**src/rtl/stream_scoreboard_if.sv**
```systemverilog
// Stream scoreboard bundle: control pulses, expected/actual streams and the
// verdict/statistics outputs. clk and rst_n stay outside as plain ports.
interface stream_scoreboard_if #(
  parameter int W     = 8,
  parameter int CNT_W = 16
);
  logic             start;
  logic             finish;
  logic             exp_val;
  logic [W-1:0]     exp_dat;
  logic             exp_rdy;
  logic             act_val;
  logic [W-1:0]     act_dat;
  logic             act_rdy;
  logic [CNT_W-1:0] match_cnt;
  logic [CNT_W-1:0] mism_cnt;
  logic [W-1:0]     first_exp;
  logic [W-1:0]     first_act;
  logic [CNT_W-1:0] first_idx;
  logic             done;
  logic             pass;
  logic             fail;
  logic             timeout;

  // Stimulus side: drives control and both streams, observes results.
  modport master (
    output start, finish, exp_val, exp_dat, act_val, act_dat,
    input  exp_rdy, act_rdy, match_cnt, mism_cnt, first_exp, first_act,
           first_idx, done, pass, fail, timeout
  );

  // Scoreboard side.
  modport slave (
    input  start, finish, exp_val, exp_dat, act_val, act_dat,
    output exp_rdy, act_rdy, match_cnt, mism_cnt, first_exp, first_act,
           first_idx, done, pass, fail, timeout
  );
endinterface

```
**src/rtl/stream_scoreboard.sv**
```systemverilog
// Stream scoreboard: buffers expected words in a FIFO, compares them in order
// against the DUT output stream and produces a registered PASS/FAIL verdict.
//
// state   | meaning
// --------+-------------------------------------------------------------
// S_IDLE  | after reset, waiting for start; no handshakes
// S_RUN   | accepting expected words and comparing actual words
// S_DRAIN | no more expected words; comparing until empty or timeout
// S_DONE  | verdict latched one cycle after entry; held until next start
module stream_scoreboard #(
  parameter int W     = 8,
  parameter int DEPTH = 16,
  parameter int CNT_W = 16,
  parameter int TMO   = 1024
) (
  input logic                clk,
  input logic                rst_n,
  stream_scoreboard_if.slave sb
);

  localparam int AW = $clog2(DEPTH);
  localparam int TW = $clog2(TMO + 1);

  typedef enum logic [1:0] {S_IDLE, S_RUN, S_DRAIN, S_DONE} state_t;

  state_t           r_state;
  state_t           w_state_nxt;

  logic [W-1:0]     r_mem [DEPTH];
  logic [AW:0]      r_wr_ptr;
  logic [AW:0]      r_rd_ptr;
  logic [AW:0]      w_count;
  logic             w_empty;
  logic             w_full;
  logic [W-1:0]     w_head;

  logic             w_start;
  logic             w_push;
  logic             w_pop;
  logic             w_tmo_hit;
  logic             w_fail_cond;

  logic             r_cmp_v;
  logic             r_cmp_eq;
  logic [W-1:0]     r_cmp_exp;
  logic [W-1:0]     r_cmp_act;
  logic [CNT_W-1:0] r_cmp_idx;
  logic [CNT_W-1:0] r_idx;

  logic [CNT_W-1:0] r_match_cnt;
  logic [CNT_W-1:0] r_mism_cnt;
  logic [W-1:0]     r_first_exp;
  logic [W-1:0]     r_first_act;
  logic [CNT_W-1:0] r_first_idx;

  logic [TW-1:0]    r_tmo_cnt;
  logic             r_timeout;
  logic             r_done;
  logic             r_pass;
  logic             r_fail;

  assign w_count = r_wr_ptr - r_rd_ptr;
  assign w_empty = (w_count == '0);
  assign w_full  = (w_count == (AW+1)'(DEPTH));
  assign w_head  = r_mem[r_rd_ptr[AW-1:0]];

  assign sb.exp_rdy = (r_state == S_RUN) && !w_full;
  assign sb.act_rdy = ((r_state == S_RUN) || (r_state == S_DRAIN)) && !w_empty;

  // A start together with finish while idle is not taken; everywhere else
  // start wins and discards any same-cycle push or pop.
  assign w_start   = sb.start && !((r_state == S_IDLE) && sb.finish);
  assign w_push    = sb.exp_val && sb.exp_rdy && !w_start;
  assign w_pop     = sb.act_val && sb.act_rdy && !w_start;
  assign w_tmo_hit = (r_state == S_DRAIN) && !w_empty && !w_pop &&
                     (r_tmo_cnt == TW'(TMO - 1));

  assign w_fail_cond = (r_mism_cnt != '0) || r_timeout || !w_empty;

  // State register.
  always_ff @(posedge clk or negedge rst_n) begin
    if (!rst_n) r_state <= S_IDLE;
    else        r_state <= w_state_nxt;
  end

  // Next-state decode.
  always_comb begin
    w_state_nxt = r_state;
    if (w_start) begin
      w_state_nxt = S_RUN;
    end else begin
      case (r_state)
        S_RUN:   if (sb.finish) w_state_nxt = S_DRAIN;
        S_DRAIN: if (w_empty || w_tmo_hit) w_state_nxt = S_DONE;
        default: ;
      endcase
    end
  end

  // FIFO storage; contents need no reset since the pointers gate reads.
  always_ff @(posedge clk) begin
    if (w_push) r_mem[r_wr_ptr[AW-1:0]] <= sb.exp_dat;
  end

  // FIFO pointers; start flushes by zeroing both.
  always_ff @(posedge clk or negedge rst_n) begin
    if (!rst_n) begin
      r_wr_ptr <= '0;
      r_rd_ptr <= '0;
    end else if (w_start) begin
      r_wr_ptr <= '0;
      r_rd_ptr <= '0;
    end else begin
      if (w_push) r_wr_ptr <= r_wr_ptr + (AW+1)'(1);
      if (w_pop)  r_rd_ptr <= r_rd_ptr + (AW+1)'(1);
    end
  end

  // Compare stage: capture head vs actual on the handshake.
  always_ff @(posedge clk or negedge rst_n) begin
    if (!rst_n) begin
      r_cmp_v   <= 1'b0;
      r_cmp_eq  <= 1'b0;
      r_cmp_exp <= '0;
      r_cmp_act <= '0;
      r_cmp_idx <= '0;
      r_idx     <= '0;
    end else if (w_start) begin
      r_cmp_v <= 1'b0;
      r_idx   <= '0;
    end else begin
      r_cmp_v <= w_pop;
      if (w_pop) begin
        r_cmp_eq  <= (w_head == sb.act_dat);
        r_cmp_exp <= w_head;
        r_cmp_act <= sb.act_dat;
        r_cmp_idx <= r_idx;
        if (r_idx != '1) r_idx <= r_idx + CNT_W'(1);
      end
    end
  end

  // Saturating counters and first-mismatch capture from the compare stage.
  always_ff @(posedge clk or negedge rst_n) begin
    if (!rst_n) begin
      r_match_cnt <= '0;
      r_mism_cnt  <= '0;
      r_first_exp <= '0;
      r_first_act <= '0;
      r_first_idx <= '0;
    end else if (w_start) begin
      r_match_cnt <= '0;
      r_mism_cnt  <= '0;
      r_first_exp <= '0;
      r_first_act <= '0;
      r_first_idx <= '0;
    end else if (r_cmp_v) begin
      if (r_cmp_eq) begin
        if (r_match_cnt != '1) r_match_cnt <= r_match_cnt + CNT_W'(1);
      end else begin
        if (r_mism_cnt != '1) r_mism_cnt <= r_mism_cnt + CNT_W'(1);
        if (r_mism_cnt == '0) begin
          r_first_exp <= r_cmp_exp;
          r_first_act <= r_cmp_act;
          r_first_idx <= r_cmp_idx;
        end
      end
    end
  end

  // Drain idle timer: counts DRAIN cycles without a compare.
  always_ff @(posedge clk or negedge rst_n) begin
    if (!rst_n) begin
      r_tmo_cnt <= '0;
      r_timeout <= 1'b0;
    end else if (w_start) begin
      r_tmo_cnt <= '0;
      r_timeout <= 1'b0;
    end else if (w_pop) begin
      r_tmo_cnt <= '0;
    end else if (r_state == S_DRAIN && !w_empty) begin
      r_tmo_cnt <= r_tmo_cnt + TW'(1);
      if (w_tmo_hit) r_timeout <= 1'b1;
    end
  end

  // Verdict, latched on the first cycle spent in DONE.
  always_ff @(posedge clk or negedge rst_n) begin
    if (!rst_n) begin
      r_done <= 1'b0;
      r_pass <= 1'b0;
      r_fail <= 1'b0;
    end else if (w_start) begin
      r_done <= 1'b0;
      r_pass <= 1'b0;
      r_fail <= 1'b0;
    end else if (r_state == S_DONE && !r_done) begin
      r_done <= 1'b1;
      r_pass <= !w_fail_cond;
      r_fail <= w_fail_cond;
    end
  end

  assign sb.match_cnt = r_match_cnt;
  assign sb.mism_cnt  = r_mism_cnt;
  assign sb.first_exp = r_first_exp;
  assign sb.first_act = r_first_act;
  assign sb.first_idx = r_first_idx;
  assign sb.done      = r_done;
  assign sb.pass      = r_pass;
  assign sb.fail      = r_fail;
  assign sb.timeout   = r_timeout;

endmodule

```
**src/flat_wrapper.sv**
```systemverilog
// flat-port wrapper written by rule: the top's interface ports become plain ports
module stream_scoreboard_flat 
#(
  parameter int W     = 8,
  parameter int DEPTH = 16,
  parameter int CNT_W = 16,
  parameter int TMO   = 1024
)
  (clk, rst_n, sb_start, sb_finish, sb_exp_val, sb_exp_dat, sb_act_val, sb_act_dat, sb_exp_rdy, sb_act_rdy, sb_match_cnt, sb_mism_cnt, sb_first_exp, sb_first_act, sb_first_idx, sb_done, sb_pass, sb_fail, sb_timeout);
  stream_scoreboard_if #(.W(W), .CNT_W(CNT_W)) sb_i ();
  input logic clk;
  input logic rst_n;
  input wire logic [$bits(sb_i.start)-1:0] sb_start;
  input wire logic [$bits(sb_i.finish)-1:0] sb_finish;
  input wire logic [$bits(sb_i.exp_val)-1:0] sb_exp_val;
  input wire logic [$bits(sb_i.exp_dat)-1:0] sb_exp_dat;
  input wire logic [$bits(sb_i.act_val)-1:0] sb_act_val;
  input wire logic [$bits(sb_i.act_dat)-1:0] sb_act_dat;
  output wire logic [$bits(sb_i.exp_rdy)-1:0] sb_exp_rdy;
  output wire logic [$bits(sb_i.act_rdy)-1:0] sb_act_rdy;
  output wire logic [$bits(sb_i.match_cnt)-1:0] sb_match_cnt;
  output wire logic [$bits(sb_i.mism_cnt)-1:0] sb_mism_cnt;
  output wire logic [$bits(sb_i.first_exp)-1:0] sb_first_exp;
  output wire logic [$bits(sb_i.first_act)-1:0] sb_first_act;
  output wire logic [$bits(sb_i.first_idx)-1:0] sb_first_idx;
  output wire logic [$bits(sb_i.done)-1:0] sb_done;
  output wire logic [$bits(sb_i.pass)-1:0] sb_pass;
  output wire logic [$bits(sb_i.fail)-1:0] sb_fail;
  output wire logic [$bits(sb_i.timeout)-1:0] sb_timeout;
  assign sb_i.start = sb_start;
  assign sb_i.finish = sb_finish;
  assign sb_i.exp_val = sb_exp_val;
  assign sb_i.exp_dat = sb_exp_dat;
  assign sb_i.act_val = sb_act_val;
  assign sb_i.act_dat = sb_act_dat;
  assign sb_exp_rdy = sb_i.exp_rdy;
  assign sb_act_rdy = sb_i.act_rdy;
  assign sb_match_cnt = sb_i.match_cnt;
  assign sb_mism_cnt = sb_i.mism_cnt;
  assign sb_first_exp = sb_i.first_exp;
  assign sb_first_act = sb_i.first_act;
  assign sb_first_idx = sb_i.first_idx;
  assign sb_done = sb_i.done;
  assign sb_pass = sb_i.pass;
  assign sb_fail = sb_i.fail;
  assign sb_timeout = sb_i.timeout;
  stream_scoreboard #(.W(W), .DEPTH(DEPTH), .CNT_W(CNT_W), .TMO(TMO)) u_core (.clk(clk), .rst_n(rst_n), .sb(sb_i));
endmodule
```
**config.mk**
```make
export PLATFORM = sky130hd
export DESIGN_NAME = stream_scoreboard_flat
export DESIGN_NICKNAME = d
export VERILOG_FILES = /design/src/rtl/stream_scoreboard_if.sv /design/src/rtl/stream_scoreboard.sv /design/src/flat_wrapper.sv
export SDC_FILE = /design/constraint.sdc
export NUM_CORES = 1
export LEC_CHECK = 0
export BUFFER_PORTS_ARGS = -buffer_cell sky130_fd_sc_hd__buf_2
export CORE_ASPECT_RATIO = 1.5
export CORE_MARGIN = 5
export CORE_UTILIZATION = 35
export DETAILED_ROUTE_END_ITERATION = 8
export GPL_ROUTABILITY_DRIVEN = 0
export GPL_TIMING_DRIVEN = 0
export SYNTH_ARGS = -nofsm -noshare
export SYNTH_HDL_FRONTEND = slang
export SYNTH_SLANG_ARGS = --single-unit
```
**constraint.sdc**
```tcl
create_clock -name clk -period 4.6 [get_ports clk]
set_input_delay 1.38 -clock clk [delete_from_list [all_inputs] [get_ports clk]]
set_output_delay 1.38 -clock clk [all_outputs]
set_load 0.03 [all_outputs]
```
==> out/results.env <==
RUN_STATUS='complete, no violations'
FLOORPLAN.IO_PINS=92
CTS_TREE='yes'
FIRST_GLOBAL_VIAS=7953
AREA_GROWTH_SYN_TO_LAYOUT_PCT=17.5
NUM_ROWS=82
SYNTH_FLOP_CELL='dfrtp_1'
PIN_COUNT_OF_THE_BIGGEST_NET_ENTERING_GLOBAL_ROUTING=95
SYNTH_TOP_FAMILY_BY_AREA='simple AND/OR/NAND/NOR gates'
NUMBER_OF_ANTENNA_VIOLATIONS_AT_THE_FIRST_CHECK_IN_GLOBAL_ROUTING=0
DETAILEDROUTE.FIRSTPASSITERATIONCOUNT=5
WIRELENGTH_MET1_UM=11100
STAGE_DELAY_OF_THE_SLOWEST_CELL_ON_THE_CRITICAL_PATH_NS=0.55
MET3_WIRELENGTH_UM=1190
PLACE.DETAILED.INSTANCES=1490
HPWLAFTERDP_UM=20700
ANT_NETS=0
TIMING.CRITICAL_PATH.SLOWEST_STAGE_CELL='or4_1'
POWER_DENSITY_mW_PER_MM2=482
N_ANTENNA_CELL=0
CTS_INSERTED_BUFFERS=26
CRITICAL-PATH-TOP-CELL-BY-COUNT='buf_2'
FINAL_PERIOD_MINUS_WORST_SETUP_SLACK_NS=4.46
POST_SYNTH_FA_HA_MAJ_AREA_FRACTION=0.0190
CP_CELL_SEQUENCE='buf_2, buf_6, clkinv_2, ha_1, or4_1, a21o_4, and2_1, buf_2'
SLEW_LIMIT_FAILS=0
YOSYS.AREA_SHARE.SIMPLE=0.156
TIMING.CRITICAL_PATH.REQUIRED_NS=3.22
SYNTHXORXNORAREAFRAC=0.0496
DIE_FOOTPRINT_MM2=0.0376
CAP_VIOLATIONS=0
HOLD_PATH.CLASS='reg2reg'
POWER.LEAKAGE_uW=0.00554
CORE_AREA_MM2=0.0334
CLOCK.FMAX_MHz=224
DR.FIRST_ITER.DRC_COUNT=584
TIGHTESTPINTRANSITION_NS=1.21
SYN_NETS=1017
POST_SYNTH_INSTANCE_AREA_MM2=0.0118
CLK_LAT_WORST_SKEW_NS=0.55
SYNTH-COMPOUND-AREA-SHARE=0.0491
CRITICAL_PATH.TOP_DELAY_FAMILY='buffers and inverters'
CRIT_BUF_INV=4
CRIT_PATH_START_KIND='flop'
CLKTRANSATPATHREGS_NS=0.07
YS_TYPES=58
DETAILROUTE.VIA_COUNT=7784
DRIVE_ABOVE_1_SHARE=0.197
DETAIL_ROUTE.DRC_VIOLATIONS=0
GLOBAL_ROUTE.USAGE.TOTAL=0.152
CRITPATHARRIVALTIME_NS=3.08
YOSYSWARNINGS=0
SETUP.WORST_PATH.END_CLASS='primary output'
SYNTH.AREA.MUX_SHARE=0.0781
CTS-ROOT-TO-SINK-BUFFERS=3
ROUTE.DETAILED.VIAS_PER_INST=5.05
FINISH.CELL_COUNT_WITHOUT_FILLERS=1540
CRITICALPATHCATEGORY='reg2out'
SETUP-VIOLATIONS-FINAL=0
GR-TOTAL-OVERFLOW=0
SYNTH.FF_LATCH_COUNT=269
WIRE_LENGTH_OF_THE_FIRST_GLOBAL_ROUTING_PASS_UM=45600
DIE_X_UM=160
TIMING.CLOCK.SKEW_NS=0.0220
PART_OF_THE_CYCLE_THE_WORST_PATH_NEEDS=0.969
POWER.IR.VDD_WORST_mV=0.223
PLACE.PORT_BUFFERS=91
MET2_LENGTH_UM=15300
TIMING.SLEW.HEADROOM=0.189
FINAL-HOLD-VIOLATION-COUNT=0
SYNTH_ASYNC_SR_FLOP_SHARE=0.524
YOSYSSEQAREASHARE=0.624
GATE_COUNT_POST_SYNTH=977
POST_SYNTH_EDFFS=128
UNREPAIRED_SETUP_ENDPOINTS_AFTER_GLOBAL_ROUTING='no'
CTS.HTREE.LEVELS=1
DIE_H_UM=235
NUM-NETS-FINAL=1141
FIN_TNS_SETUP_NS=0
WORSTPATHMAXFANOUT=10
ROUTE.DETAILED.WL_PER_INST_UM=18.6
STARTING_UTILIZATION_OF_THE_CORE_AREA=0.353
HIGHEST_LAYER='met4'
TOTALWIRELENGTH_UM=28700
CTS_SINKS=269
CLOCK-ROOT-BUFFER='clkbuf_16'
POST_SYNTH.CELL_AREA_AVG_UM2=12.1
[final cells by class]
type,count,area (um^2)
Clock buffer,29,662
Timing Repair Buffer,98,538
Clock inverter,18,285
Fill cell,3187,19600
Inverter,22,87.6
Sequential cell,269,7370
Buffer,43,235
Tap cell,420,526
Multi-Input combinational cell,641,4190
[cell families (layout without fill, tap and decap cells)]
| family | after synthesis | count (layout) |
|---|---|---|
| AOI/OAI and AO/OA | 100 | 100 |
| adders and majority gates | 18 | 18 |
| xor gates and xnor gates | 67 | 67 |
| DFF | 269 | 269 |
| and+or+nand+nor | 409 | 409 |
| muxes | 47 | 47 |
| buffers and inverters | 67 | 210 |
[placed cells by master, fill, tap and decap left out, types with 3 or more instances in the layout]
cell type,Yosys,layout
buf_4,5,6
a211oi_1,3,3
ha_1,18,18
and2_1,11,11
a21oi_1,50,49
and3_1,6,6
or2_2,3,3
nand3_1,15,15
clkinvlp_4,0,4
nand2_1,198,198
o22ai_1,4,4
nor3b_1,3,3
a31oi_1,3,3
o21ai_0,23,23
nand2b_1,7,7
nor4_1,11,11
nor2_1,105,105
clkbuf_16,0,26
nor3_1,9,5
buf_6,1,5
clkbuf_1,24,27
or3_1,6,6
nor3_2,0,4
mux4_2,36,36
xor2_1,26,26
mux2i_1,9,9
dfrtp_1,141,141
and4_1,4,4
edfxtp_1,128,128
xnor2_1,41,41
clkinv_2,0,4
nand4_1,13,13
o31ai_1,3,3
nor4b_1,3,3
buf_2,14,102
bufinv_16,0,7
inv_1,19,18
[worst min-delay path: stages (launching register included)]
cell	delay, ns
dfrtp_1	0.35
nand2_1	0.05
nand2_1	0.05
[synthesized netlist by cell type (18+ instances only)]
| cell type | number | area (um^2) |
|---|---|---|
| a21oi_1 | 50 | 250 |
| clkbuf_1 | 24 | 90.1 |
| dfrtp_1 | 141 | 3530 |
| edfxtp_1 | 128 | 3840 |
| ha_1 | 18 | 225 |
| inv_1 | 19 | 71.3 |
| mux4_2 | 36 | 811 |
| nand2_1 | 198 | 743 |
| nor2_1 | 105 | 394 |
| o21ai_0 | 23 | 115 |
| xnor2_1 | 41 | 359 |
| xor2_1 | 26 | 228 |
[metal layers]
metal	global-route usage	up-vias
met4	0.0650	0
met1	0.175	3851
li1	-	3677
met3	0.0224	63
met2	0.279	193
met5	0	-
[sequential cells by signal, indices dropped and copies added (netlist names), 2 cells and up]
register / count
u_core.r_cmp_act: 8
u_core.r_tmo_cnt: 11
u_core.sb.first_exp: 8
u_core.r_state: 2
u_core.r_wr_ptr: 5
u_core.r_mem: 128
u_core.sb.first_act: 8
u_core.r_cmp_idx: 16
u_core.r_rd_ptr: 5
u_core.r_cmp_exp: 8
u_core.sb.match_cnt: 16
u_core.sb.first_idx: 16
u_core.r_idx: 16
u_core.sb.mism_cnt: 16
[timing repair]
item,4_1_cts,5_1_grt
hold buffers,0,0
buffers inserted,2,3
setup endpoints to repair,2,2
endpoints found under the hold margin,0,0
gates resized for setup,13,2
[stage by stage]
stage	util	total power, uW	worst slack [ns]	instance area (um^2)	hold WS (ns)
after global placement	0.383	4330	-0.0902	12800	0.461
after detailed placement	0.385	4350	0.0786	12900	0.463
after floorplan	-	3850	0.667	11800	0.446
after CTS	0.414	6750	0.0528	13900	0.480
final	0.415	6690	0.142	13900	0.476
after global routing	0.415	7040	0.00966	13900	0.508
[path summary, 6_finish.rpt]
path / from / to / slack, ns / cells after the start
setup / recovery: u_core.r_rd_ptr[3] / sb_act_rdy / 0.14 / 8
hold / removal: u_core.r_cmp_idx[7] / u_core.r_cmp_idx[7] / 0.48 / 2
setup reg to reg: u_core.r_rd_ptr[3] / u_core.r_mem[5][2] / 0.81 / 11
hold reg to reg: u_core.r_cmp_idx[7] / u_core.r_cmp_idx[7] / 0.48 / 2
max in group asynchronous: rst_n / u_core.sb.first_idx[4] / 2.97 / 2
min in group asynchronous: rst_n / u_core.sb.match_cnt[7] / 0.78 / 1
[power breakdown]
group | switching (uW) | leakage, uW | internal, uW | total [uW]
logic | 990 | 0.00200 | 517 | 1510
clock network | 930 | 0.000450 | 1430 | 2370
registers | 123 | 0.00309 | 2700 | 2820
Power figures use the tool's default switching activity.
